`src/rtl/alu_op_sequencer.sv`:
```
`default_nettype none
// ============================================================================
// Module : alu_op_sequencer
// Request-side sequencer for the 32-bit ALU; builds SLL by iterating 1-bit shifts.
// Rev    : 1.0  initial release
// ============================================================================
module alu_op_sequencer #(
  parameter int DATA_W  = 32,
  parameter int SHAMT_W = 5
) (
  input  logic               clk,
  input  logic               rst,
  input  logic               req_valid_i,
  output logic               req_ready_o,
  input  logic [3:0]         req_op_i,
  input  logic [DATA_W-1:0]  req_a_i,
  input  logic [DATA_W-1:0]  req_b_i,
  input  logic [SHAMT_W-1:0] req_shamt_i,
  output logic [DATA_W-1:0]  alu_a_o,
  output logic [DATA_W-1:0]  alu_b_o,
  output logic [3:0]         alu_cntl_o,
  input  logic [DATA_W-1:0]  alu_out_i,
  input  logic               alu_c_i,
  input  logic               alu_z_i,
  input  logic               alu_n_i,
  input  logic               alu_v_i,
  output logic               rsp_valid_o,
  input  logic               rsp_ready_i,
  output logic [DATA_W-1:0]  rsp_data_o,
  output logic [3:0]         rsp_flags_o,
  output logic               rsp_err_o
);

  localparam logic [3:0] c_cntl_and  = 4'b0000;
  localparam logic [3:0] c_cntl_or   = 4'b0001;
  localparam logic [3:0] c_cntl_xor  = 4'b0011;
  localparam logic [3:0] c_cntl_nor  = 4'b1100;
  localparam logic [3:0] c_cntl_not  = 4'b0111;
  localparam logic [3:0] c_cntl_addu = 4'b0010;
  localparam logic [3:0] c_cntl_subu = 4'b0110;
  localparam logic [3:0] c_cntl_add  = 4'b1010;
  localparam logic [3:0] c_cntl_sll  = 4'b1101;

  typedef enum logic [1:0] {
    S_IDLE = 2'd0,
    S_EXEC = 2'd1,
    S_RESP = 2'd2
  } state_t;

  state_t               state_q;
  logic [DATA_W-1:0]    alu_a_q;
  logic [DATA_W-1:0]    alu_b_q;
  logic [3:0]           alu_cntl_q;
  logic [SHAMT_W-1:0]   cnt_q;
  logic                 is_sll_q;
  logic                 clean_cv_q;
  logic                 rsp_valid_q;
  logic [DATA_W-1:0]    rsp_data_q;
  logic [3:0]           rsp_flags_q;
  logic                 rsp_err_q;

  logic [3:0]           w_cntl;
  logic                 w_legal;
  logic                 w_sll;
  logic                 w_logic;

  always_comb begin
    w_cntl  = c_cntl_and;
    w_legal = 1'b1;
    w_sll   = 1'b0;
    w_logic = 1'b1;
    case (req_op_i)
      4'd0: w_cntl = c_cntl_and;
      4'd1: w_cntl = c_cntl_or;
      4'd2: w_cntl = c_cntl_xor;
      4'd3: w_cntl = c_cntl_nor;
      4'd4: w_cntl = c_cntl_not;
      4'd5: begin w_cntl = c_cntl_addu; w_logic = 1'b0; end
      4'd6: begin w_cntl = c_cntl_subu; w_logic = 1'b0; end
      4'd7: begin w_cntl = c_cntl_add;  w_logic = 1'b0; end
      4'd8: begin w_cntl = c_cntl_sll;  w_sll   = 1'b1; end
      default: w_legal = 1'b0;
    endcase
  end

  always_ff @(posedge clk) begin
    if (rst) begin
      state_q     <= S_IDLE;
      alu_a_q     <= '0;
      alu_b_q     <= '0;
      alu_cntl_q  <= c_cntl_and;
      cnt_q       <= '0;
      is_sll_q    <= 1'b0;
      clean_cv_q  <= 1'b0;
      rsp_valid_q <= 1'b0;
      rsp_data_q  <= '0;
      rsp_flags_q <= '0;
      rsp_err_q   <= 1'b0;
    end else begin
      case (state_q)
        S_IDLE: begin
          if (req_valid_i) begin
            if (!w_legal) begin
              rsp_valid_q <= 1'b1;
              rsp_data_q  <= '0;
              rsp_flags_q <= '0;
              rsp_err_q   <= 1'b1;
              state_q     <= S_RESP;
            end else if (w_sll && (req_shamt_i == '0)) begin
              rsp_valid_q <= 1'b1;
              rsp_data_q  <= req_a_i;
              rsp_flags_q <= {1'b0, (req_a_i == '0), req_a_i[DATA_W-1], 1'b0};
              rsp_err_q   <= 1'b0;
              state_q     <= S_RESP;
            end else begin
              alu_a_q     <= req_a_i;
              alu_b_q     <= w_sll ? '0 : req_b_i;
              alu_cntl_q  <= w_cntl;
              cnt_q       <= req_shamt_i;
              is_sll_q    <= w_sll;
              clean_cv_q  <= w_logic;
              state_q     <= S_EXEC;
            end
          end
        end
        S_EXEC: begin
          // alu_a_q doubles as the shift working register between passes
          if (!is_sll_q || (cnt_q == SHAMT_W'(1))) begin
            rsp_valid_q <= 1'b1;
            rsp_data_q  <= alu_out_i;
            rsp_flags_q <= {alu_c_i & ~clean_cv_q, alu_z_i, alu_n_i, alu_v_i & ~clean_cv_q};
            rsp_err_q   <= 1'b0;
            alu_a_q     <= '0;
            alu_b_q     <= '0;
            alu_cntl_q  <= c_cntl_and;
            cnt_q       <= '0;
            state_q     <= S_RESP;
          end else begin
            alu_a_q <= alu_out_i;
            cnt_q   <= cnt_q - SHAMT_W'(1);
          end
        end
        S_RESP: begin
          if (rsp_ready_i) begin
            rsp_valid_q <= 1'b0;
            state_q     <= S_IDLE;
          end
        end
        default: state_q <= S_IDLE;
      endcase
    end
  end

  assign req_ready_o = (state_q == S_IDLE) && !rst;
  assign alu_a_o     = alu_a_q;
  assign alu_b_o     = alu_b_q;
  assign alu_cntl_o  = alu_cntl_q;
  assign rsp_valid_o = rsp_valid_q;
  assign rsp_data_o  = rsp_data_q;
  assign rsp_flags_o = rsp_flags_q;
  assign rsp_err_o   = rsp_err_q;

endmodule
`default_nettype wire

```
`config.mk`:
```
export PLATFORM = sky130hd
export DESIGN_NAME = alu_op_sequencer
export DESIGN_NICKNAME = d
export VERILOG_FILES = /design/src/rtl/alu_op_sequencer.sv
export SDC_FILE = /design/constraint.sdc
export NUM_CORES = 1
export LEC_CHECK = 0
export ABC_CLOCK_PERIOD_IN_PS = 2950
export BUFFER_PORTS_ARGS = -buffer_cell sky130_fd_sc_hd__buf_2
export CORE_ASPECT_RATIO = 0.6
export CORE_MARGIN = 3
export CORE_UTILIZATION = 40
export DETAILED_ROUTE_END_ITERATION = 16
export HOLD_SLACK_MARGIN = 0.06
export PLACE_DENSITY = 0.78
export SYNTH_ARGS = -nofsm -noshare
export SYNTH_HDL_FRONTEND = slang
export SYNTH_SLANG_ARGS = --single-unit
```
`constraint.sdc`:
```
create_clock -name clk -period 2.95 [get_ports clk]
set_input_delay 0.59 -clock clk [delete_from_list [all_inputs] [get_ports clk]]
set_output_delay 0.59 -clock clk [all_outputs]
set_load 0.01 [all_outputs]
```
Word-level counts from Yosys, hierarchy flattened
Cells that the tools add are included.
{ "totals": {"register_bits": 115, "latchBits": 0, "ramBits": 0, "mem_bits_ro": 0, "output_inout_bits": 107, "word_cells": 104, "n_memories": 0} }
{ "op_classes": {"add_sub_neg": 1, "mul": 0, "div_mod_pow": 0, "magnitude_cmp": 0, "eq_ne": 17, "shifts": 0, "muxes": 52, "bitwise": 4, "reduce_logical": 19} }
{ "op_table": {"columns": ["cell", "count"], "rows": [
  ["$mux W32", 13],
  ["$pmux W32 S2", 3],
  ["$logic_not A32 Y1", 1],
  ["$mux W4", 8],
  ["$pmux W4 S8", 1],
  ["$mux W5", 4],
  ["$eq A4 B3 Y1 const B", 4],
  ["$pmux W4 S2", 2],
  ["$mux W1", 12],
  ["$reduce_and A4 Y1", 3],
  ["$mux W2", 5],
  ["$ne A2 B2 Y1 const B", 5],
  ["$pmux W5 S2", 1],
  ["$reduce_and A5 Y1", 2],
  ["$reduce_or A9 Y1", 1],
  ["$eq A4 B2 Y1 const B", 2],
  ["$pmux W2 S3", 1],
  ["$eq A5 B1 Y1 const B", 1],
  ["$logic_not A5 Y1", 1],
  ["$sub A5 B1 Y5 const B", 1],
  ["$eq A4 B1 Y1 const B", 1],
  ["$eq A4 B4 Y1 const B", 1],
  ["$logic_not A4 Y1", 1],
  ["$ne A3 B3 Y1 const B", 1],
  ["other kinds (14)", 18]
]} }

Depth between registers and ports, before layout
Gate-level depths: netlist of the first run.
{ "depth": {"word_depth": 7, "mapped_depth": 8, "mapped_depth_nobuf": 6} }

Worst setup path before layout of the first run
Ideal clock, no wire load.
{ "synth_timing": {"path_type": "input-to-reg", "from": "input port req_op_i[0]", "to": "register alu_a_q[10] (netlist: alu_a_o[10])", "setup_time_ps": 88, "arrival_time_ps": 2154, "slack_ps": 708, "cell_stages": 8, "path_buffers": 3, "path_cell_list": "buf_6 -> o31a_1 -> a2111oi_4 -> or2_4 -> buf_6 -> buf_6 -> nor2_1 -> a311oi_2"} }
{ "synth_between": {"elab_chain_cells": 5, "word_cells_on_any_way": 16} }
{ "synth_lines": {"columns": ["item", "line", "rtl"], "rows": [
  ["from (decl)", "15", "input logic [3:0] req_op_i,"],
  ["$eq A4 B3 Y1 (tied with other cells)", "72", "case (req_op_i)"],
  ["$reduce_or A9 Y1 (no line) / $mux W1 (equally long branches)", null, null],
  ["$mux W1 / $logic_and A1 B1 Y1 (equally long branches)", "72, 109", null],
  ["$ne A2 B2 Y1 (no line)", null, null],
  ["$reduce_and A4 Y1 (no line) *", null, null],
  ["to (signal assigned)", "116", "alu_a_q <= req_a_i;"],
  ["to (signal assigned)", "139", "alu_a_q <= alu_out_i;"],
  ["to (decl)", "51", "logic [DATA_W-1:0] alu_a_q;"]
]} }
Every way passes the cells marked *; elsewhere a longest branch is shown, timed or not.
A chain may end at the register's enable or synchronous reset.

Worst setup path after layout of the first run
{ "layout_timing": {"from": "input port req_op_i[2]", "to": "register alu_a_q[4] (netlist: alu_a_o[4])"} }
The elaborated chain is that of the path after synthesis.

==> impl_metrics.csv, run 1 <==
group,metric,value,unit
synth,yosys.area.top_type_share,47.9,%
outcome,run_status,"finished clean",
setup_path,worstSetupStartpointType,"primary input",
clock_tree,cts.path.max_buffers,2,
sta,fmax,0.450,GHz
synth,netlist-cell-type-count,44,
synth,yosysWarningCount,0,
drt,post-route-drc-count,0,
clock_tree,cts-root-buf,"sky130_fd_sc_hd__clkbuf_16",
synth,per_instance_average_area_after_synthesis,8.93,µm²
power,peakVddDrop,0.412,mV
sta,slew_headroom,61.5,%
drt,final_antenna_net_count,0,
setup_path,worst_ep_required_time,3250,ps
global_routing,use_met1,31.3,%
drt,detailedRoute.firstIterationViolations,308,
synth,synth_sequential_area_ratio,47.9,%
synth,synth_cells,538,
setup_path,critical_path.max_fanout,28,
floorplanning,floorplan.die_area,13400,µm²
synth,synthArstFlopShare,0,%
synth,postSynthRegisterBits,115,
sta,report.final.hold_viol_count,0,
synth,synthesis.nets,653,
clock_tree,clkSinkCount,115,
clock_tree,tritoncts,"done",
global_routing,gr-usage-met3,6.57,%
global_routing,grt_start_max_net_pins,46,
drt,viasPerCell,5.58,
placed_design,dp_hpwl,11600,µm
drt,drtPass1Iterations,5,
sta,rsz0062_at_grt,"no",
placed_design,place_congestion,0.846,
setup_path,slowest_delay,540,ps
setup_path,cp_slowest_cell,"sky130_fd_sc_hd__a2111oi_4",
hold_path,hold_class,"in -> reg",
sta,worst_slew_pin_slew,578,ps
synth,synth.cells.most_frequent,"sky130_fd_sc_hd__dfxtp_1, sky130_fd_sc_hd__nor2_1, sky130_fd_sc_hd__nand2_1",
synth,synth_edf_count,0,
power,cellPowerDensity,691,nW/µm²
floorplanning,initial_util,41.7,%
global_routing,grt_pass1_vias,4878,
finish,share_of_cells_above_drive_strength_1,37.7,%
drt,postRouteWirelength,15900,µm
finish,final_area,6630,µm²
clock_tree,clk-insertion-delay-late,400,ps
synth,post_synth_main_area_contributors,"sky130_fd_sc_hd__dfxtp_1, sky130_fd_sc_hd__nor2_1, sky130_fd_sc_hd__a221oi_1",
floorplanning,floorplan.rows,30,
setup_path,path_cells,"buf_2, o31a_1, a2111oi_4, or2_4, buf_4, nor2_1, a311oi_1",
finish,antenna-diode-count,0,
placed_design,buffer_ports.inserted,219,
clock_tree,cts_buffers,17,
floorplanning,die-height,90.9,µm
setup_path,critPathCaptureType,"flip-flop",
run,max-cap-violations,0,
global_routing,grt_most_used_layer,"met2",
setup_path,timing.reg2reg.setup_slack,860,ps
clock_tree,cts_resized,0,
global_routing,grt_overflow_total,0,
clock_tree,postCtsHoldBufs,0,
floorplanning,dieWidth,148,µm
sta,totalNegativeSetupSlack,0,ps
placed_design,placedInstanceArea,6060,µm²
floorplanning,ioPinCount,220,
synth,netlist.top_cell.by_area,"sky130_fd_sc_hd__dfxtp_1",
clock_tree,htreeDepth,4,
finish,fillerInstances,1046,
power,total_leakage_power,2.95,nW
setup_path,critical_path_arrival,2520,ps
drt,via_count,5077,
synth,post_synth_instance_area,4810,µm²
floorplanning,core_area,11500,µm²
finish,area.growth.synth_to_final,37.9,%
setup_path,timing_worst_setup_path_type,"in -> reg",
sta,period_needed,2220,ps
global_routing,antenna_found_initial,0,
sta,final.setup_skew,7.33,ps
clock_tree,postCtsSetupBuffers,0,
sta,finalSetupViolations,0,
finish,finalNetCount,852,
clock_tree,worst_setup_hold_path_clk_slew,60,ps
sta,finalCritPeriodShare,75.4,%
global_routing,first_pass_grt_wire_length,25000,µm
global_routing,global_route_usage_over_all_layers,22.9,%
synth,yosys.cell_count.top_type,"sky130_fd_sc_hd__dfxtp_1",
global_routing,grt_util_met2,35.3,%
drt,wl_per_cell,17.5,µm
sta,drv_slew,0,
synth,synth_ff_type,"sky130_fd_sc_hd__dfxtp_1",
worst max-delay path: cells and delay by family:
family | cells | cell delay, ps
AO/OA/AOI/OAI | 3 | 1200
buffers and inverters | 2 | 410
AND/OR/NAND/NOR | 2 | 310
routing by layer:
layer / routed length (µm) / vias to the layer above
met1: 7140 / 2387
met3: 1460 / 23
li1: - / 2406
met4: 191 / 0
met2: 7140 / 261
met5: 0 / -
through the flow:
| step | setup slack, ps | total power [mW] | utilization, % | cells | hold WS (ps) |
|---|---|---|---|---|---|
| CTS | 746 | 4.60 | 57.5 | 910 | 387 |
| detailed placement | 344 | 2.66 | 52.6 | 878 | 452 |
| finish | 726 | 4.58 | 57.5 | 910 | 405 |
| floorplan | 708 | 2.29 | - | 538 | 437 |
| global route | 580 | 4.78 | 57.5 | 910 | 391 |
| global placement | 425 | 2.63 | 52.6 | 878 | 437 |
registers in the layout, summed over array words and instances, names as in the netlist:
register,count
rsp_err_o,1
clean_cv_q,1
cnt_q,5
state_q,2
rsp_data_o,32
alu_b_o,32
is_sll_q,1
alu_cntl_o,4
rsp_flags_o,4
alu_a_o,32
rsp_valid_o,1
worst paths after layout:
check,cells after the start,from,end
hold / removal,2,req_b_i[3],alu_b_o[3]$_SDFFE_PP0P_
setup / recovery,7,req_op_i[2],alu_a_o[4]$_SDFFE_PP0P_
setup reg to reg,6,state_q[0]$_SDFFE_PP0P_,alu_a_o[4]$_SDFFE_PP0P_
hold reg to reg,2,rsp_valid_o$_SDFFE_PP0P_,rsp_valid_o$_SDFFE_PP0P_
cell usage in the layout, fill, tap and decap left out, types with 6 or more instances in the layout:
cell	instances
sky130_fd_sc_hd__a21oi_1	14
sky130_fd_sc_hd__a221oi_1	34
sky130_fd_sc_hd__a22o_1	32
sky130_fd_sc_hd__a311oi_1	26
sky130_fd_sc_hd__a311oi_2	6
sky130_fd_sc_hd__buf_2	218
sky130_fd_sc_hd__buf_4	11
sky130_fd_sc_hd__clkbuf_16	17
sky130_fd_sc_hd__clkinvlp_4	6
sky130_fd_sc_hd__dfxtp_1	115
sky130_fd_sc_hd__nand2_1	42
sky130_fd_sc_hd__nand3_1	39
sky130_fd_sc_hd__nor2_1	80
sky130_fd_sc_hd__nor3_1	39
sky130_fd_sc_hd__nor4_1	8
power breakdown:
part	switching (mW)	internal, mW	total, mW
Combinational	0.502	0.349	0.851
Clock	0.759	1.19	1.95
Sequential	0.0829	1.70	1.78
logic make-up after synthesis:
logic type / synth area share (%)
AOI/OAI and AO/OA: 23.5
xor gates and xnor gates: 0.729
adders and majority gates: 0.521
buffers and inverters: 5.29
DFF: 47.9
muxes: 0.625
and+or+nand+nor: 21.5
area by class of cell:
class / count / area (µm²) / share of cell area, %
clock buffer: 18 / 439 / 6.63
tap: 160 / 200 / 3.02
clock inverter: 14 / 133 / 2.00
sequential: 115 / 2300 / 34.7
multi-input combinational: 366 / 2300 / 34.7
inverter: 5 / 18.8 / 0.283
timing repair buffer: 232 / 1230 / 18.6
(Power assumes the default switching activity.)
==> run 2: changes to the inputs <==
Settings changed: ABC_AREA set to 1, ABC_CLOCK_PERIOD_IN_PS 2950 to 2000, PLACE_DENSITY 0.78 to 0.79.
Clock period 2.95 ns to 2 ns, I/O delays scaled along.
==> impl_metrics.csv, run 2 <==
group,metric,value,unit
finish,multi_input_area,2690,µm²
sta,final.setup_skew,11.1,ps
placed_design,buffer_ports.inserted,219,
clock_tree,htreeDepth,4,
clock_tree,cts.path.max_buffers,2,
clock_tree,tritoncts,"done",
floorplanning,ioPinCount,220,
setup_path,path_buf_inv,2,
power,total_power,6.88,mW
clock_tree,cts-root-buf,"sky130_fd_sc_hd__clkbuf_16",
synth,synth-simple-area-share,33.4,%
drt,postRouteWirelength,19000,µm
sta,totalNegativeSetupSlack,0,ps
sta,finalSetupViolations,0,
power,cellPowerDensity,951,nW/µm²
setup_path,critical_path_arrival,2200,ps
power,peakVddDrop,0.773,mV
sta,worst_slew_pin_slew,465,ps
sta,rsz0062_at_grt,"no",
run,max-cap-violations,0,
placed_design,place.detailed.instances,1157,
synth,post_synth_instance_area,5460,µm²
synth,synth_ff_type,"sky130_fd_sc_hd__dfxtp_1",
global_routing,grt_overflow_total,0,
sta,fmax,0.537,GHz
sta,drv_slew,0,
floorplanning,floorplan.rows,32,
drt,detailedRoute.firstIterationViolations,597,
clock_tree,postCtsHoldBufs,0,
power,total_leakage_power,3.55,nW
clock_tree,worst_setup_hold_path_clk_slew,60,ps
drt,routed.top_layer,"met4",
clock_tree,clkSinkCount,115,
drt,final_antenna_net_count,0,
setup_path,critPathCaptureType,"flip-flop",
drt,via_count,6156,
clock_tree,cts_resized,0,
setup_path,timing_worst_setup_path_type,"reg -> reg",
global_routing,global_route_usage_over_all_layers,23.5,%
finish,fillerInstances,1281,
clock_tree,postCtsSetupBuffers,0,
global_routing,grt_pass1_vias,5220,
outcome,run_status,"finished clean",
synth,synth-adder-area-share,0.458,%
drt,met2_length,7570,µm
global_routing,first_pass_grt_wire_length,27800,µm
clock_tree,cts_buffers,17,
setup_path,critical_path.max_fanout,33,
floorplanning,die-height,96.5,µm
setup_path,slowest_delay,370,ps
sta,report.final.hold_viol_count,0,
clock_tree,clk-insertion-delay-late,410,ps
global_routing,grt_start_max_net_pins,81,
drt,drtPass1Iterations,6,
drt,viasPerCell,5.18,
finish,final_area,7240,µm²
global_routing,antenna_found_initial,0,
finish,finalNetCount,1121,
sta,finalCritPeriodShare,93.1,%
synth,synth.cells.most_frequent,"sky130_fd_sc_hd__nand2_1, sky130_fd_sc_hd__dfxtp_1, sky130_fd_sc_hd__nor2_1",
setup_path,cp_slowest_cell,"sky130_fd_sc_hd__dfxtp_1",
synth,yosys-mux-area-fraction,0,%
finish,final_common_cell,"sky130_fd_sc_hd__nand2_1",
synth,yosysWarningCount,0,
synth,postSynthRegisterBits,115,
setup_path,crit_family,"simple AND/OR/NAND/NOR gates",
synth,netlist-cell-type-count,29,
placed_design,placedInstanceArea,6660,µm²
hold_path,hold_class,"in -> reg",
synth,synth_sequential_area_ratio,42.1,%
floorplanning,dieWidth,157,µm
sta,fin_worst_hold_slack,243,ps
synth,synth-compound-area-share,15.0,%
floorplanning,core_area,13100,µm²
placed_design,dp_hpwl,13700,µm
placed_design,place_congestion,0.943,
synth,synthArstFlopShare,0,%
sta,period_needed,1860,ps
finish,final_cell_mix,"sky130_fd_sc_hd__nand2_1, sky130_fd_sc_hd__buf_2, sky130_fd_sc_hd__dfxtp_1",
setup_path,worstSetupStartpointType,"flip-flop",
synth,synth_edf_count,0,
synth,synthesis.nets,921,
drt,met1Wirelength,8760,µm
synth,per_instance_average_area_after_synthesis,6.78,µm²
synth,yosys.cell_count.top_type,"sky130_fd_sc_hd__nand2_1",
synth,post_synth_xor_area_fraction,0.481,%
synth,main_combinational_cell_family_by_area_after_synthesis,"simple AND/OR/NAND/NOR gates",
synth,post_synth_main_area_contributors,"sky130_fd_sc_hd__dfxtp_1, sky130_fd_sc_hd__nand2_1, sky130_fd_sc_hd__a21oi_1",
drt,post-route-drc-count,0,
synth,synth_cells,806,
drt,sum_of_met3_wire_segment_lengths_after_detailed_routing,2430,µm
finish,finish.cell_count_without_fillers,1189,
synth,yosys.area.top_type_share,42.1,%
setup_path,path_cells,"inv_1, ha_1, nand3b_1, nand3_4, buf_4, nand2_4, nand2_1, a21oi_1",
setup_path,worst_ep_required_time,2330,ps
sta,slew_headroom,68.7,%
floorplanning,initial_util,41.7,%
finish,area.growth.synth_to_final,32.6,%
finish,register_area,2300,µm²
finish,share_of_cells_above_drive_strength_1,28.0,%
finish,antenna-diode-count,0,
drt,wl_per_cell,16.0,µm
floorplanning,floorplan.die_area,15100,µm²
synth,netlist.top_cell.by_area,"sky130_fd_sc_hd__dfxtp_1",
[run 2: per-stage QoR]
| step | setup slack, ps | util [%] |
|---|---|---|
| floorplan | 519 | - |
| global placement | 188 | 50.9 |
| detailed placement | 123 | 50.9 |
| CTS | 163 | 55.3 |
| global route | 12.5 | 55.3 |
| finish | 139 | 55.3 |
[run 2: kinds of logic after synthesis]
logic type / count (synthesis)
buf+inv: 96
simple gates: 431
xor+xnor: 3
flops: 115
compound gates: 159
fa+ha+maj: 2
[run 2: layout make-up]
| cell class | count | share of cell area (%) |
|---|---|---|
| Clock inverter | 15 | 2.18 |
| Timing Repair Buffer | 238 | 18.0 |
| Sequential cell | 115 | 31.8 |
| Tap cell | 170 | 2.94 |
| Multi-Input combinational cell | 595 | 37.2 |
| Clock buffer | 17 | 5.87 |
| Inverter | 39 | 2.06 |
[run 2: metal layers]
| metal | up-vias | GRT usage [%] |
|---|---|---|
| met2 | 321 | 31.1 |
| met5 | - | 0 |
| li1 | 3043 | - |
| met3 | 26 | 10.2 |
| met4 | 0 | 4.88 |
| met1 | 2766 | 34.8 |
[run 2: report_power, final]
part | internal [mW] | switching (mW)
sequential | 2.47 | 0.0999
clock | 1.84 | 1.17
combinational | 0.463 | 0.831
total | 4.78 | 2.10
[run 2: final timing paths]
check / depth (start not counted) / end / slack (ps) / from
worst max-delay path: 8 / alu_b_o[1]$_SDFFE_PP0P_ / 140 / cnt_q[1]$_SDFFE_PP0P_
worst min register to register: 2 / alu_b_o[31]$_SDFFE_PP0P_ / 460 / alu_b_o[31]$_SDFFE_PP0P_
worst max register to register: 8 / alu_b_o[1]$_SDFFE_PP0P_ / 140 / cnt_q[1]$_SDFFE_PP0P_
worst min-delay path: 3 / alu_b_o[24]$_SDFFE_PP0P_ / 240 / req_b_i[24]
[run 2: worst register-to-register path: cells and delay by family, from the launching register on]
| kind | cells | cell delay [ps] |
|---|---|---|
| flops | 1 | 370 |
| buf+inv | 2 | 300 |
| compound gates | 1 | 150 |
| fa+ha+maj | 1 | 180 |
| simple gates | 4 | 800 |
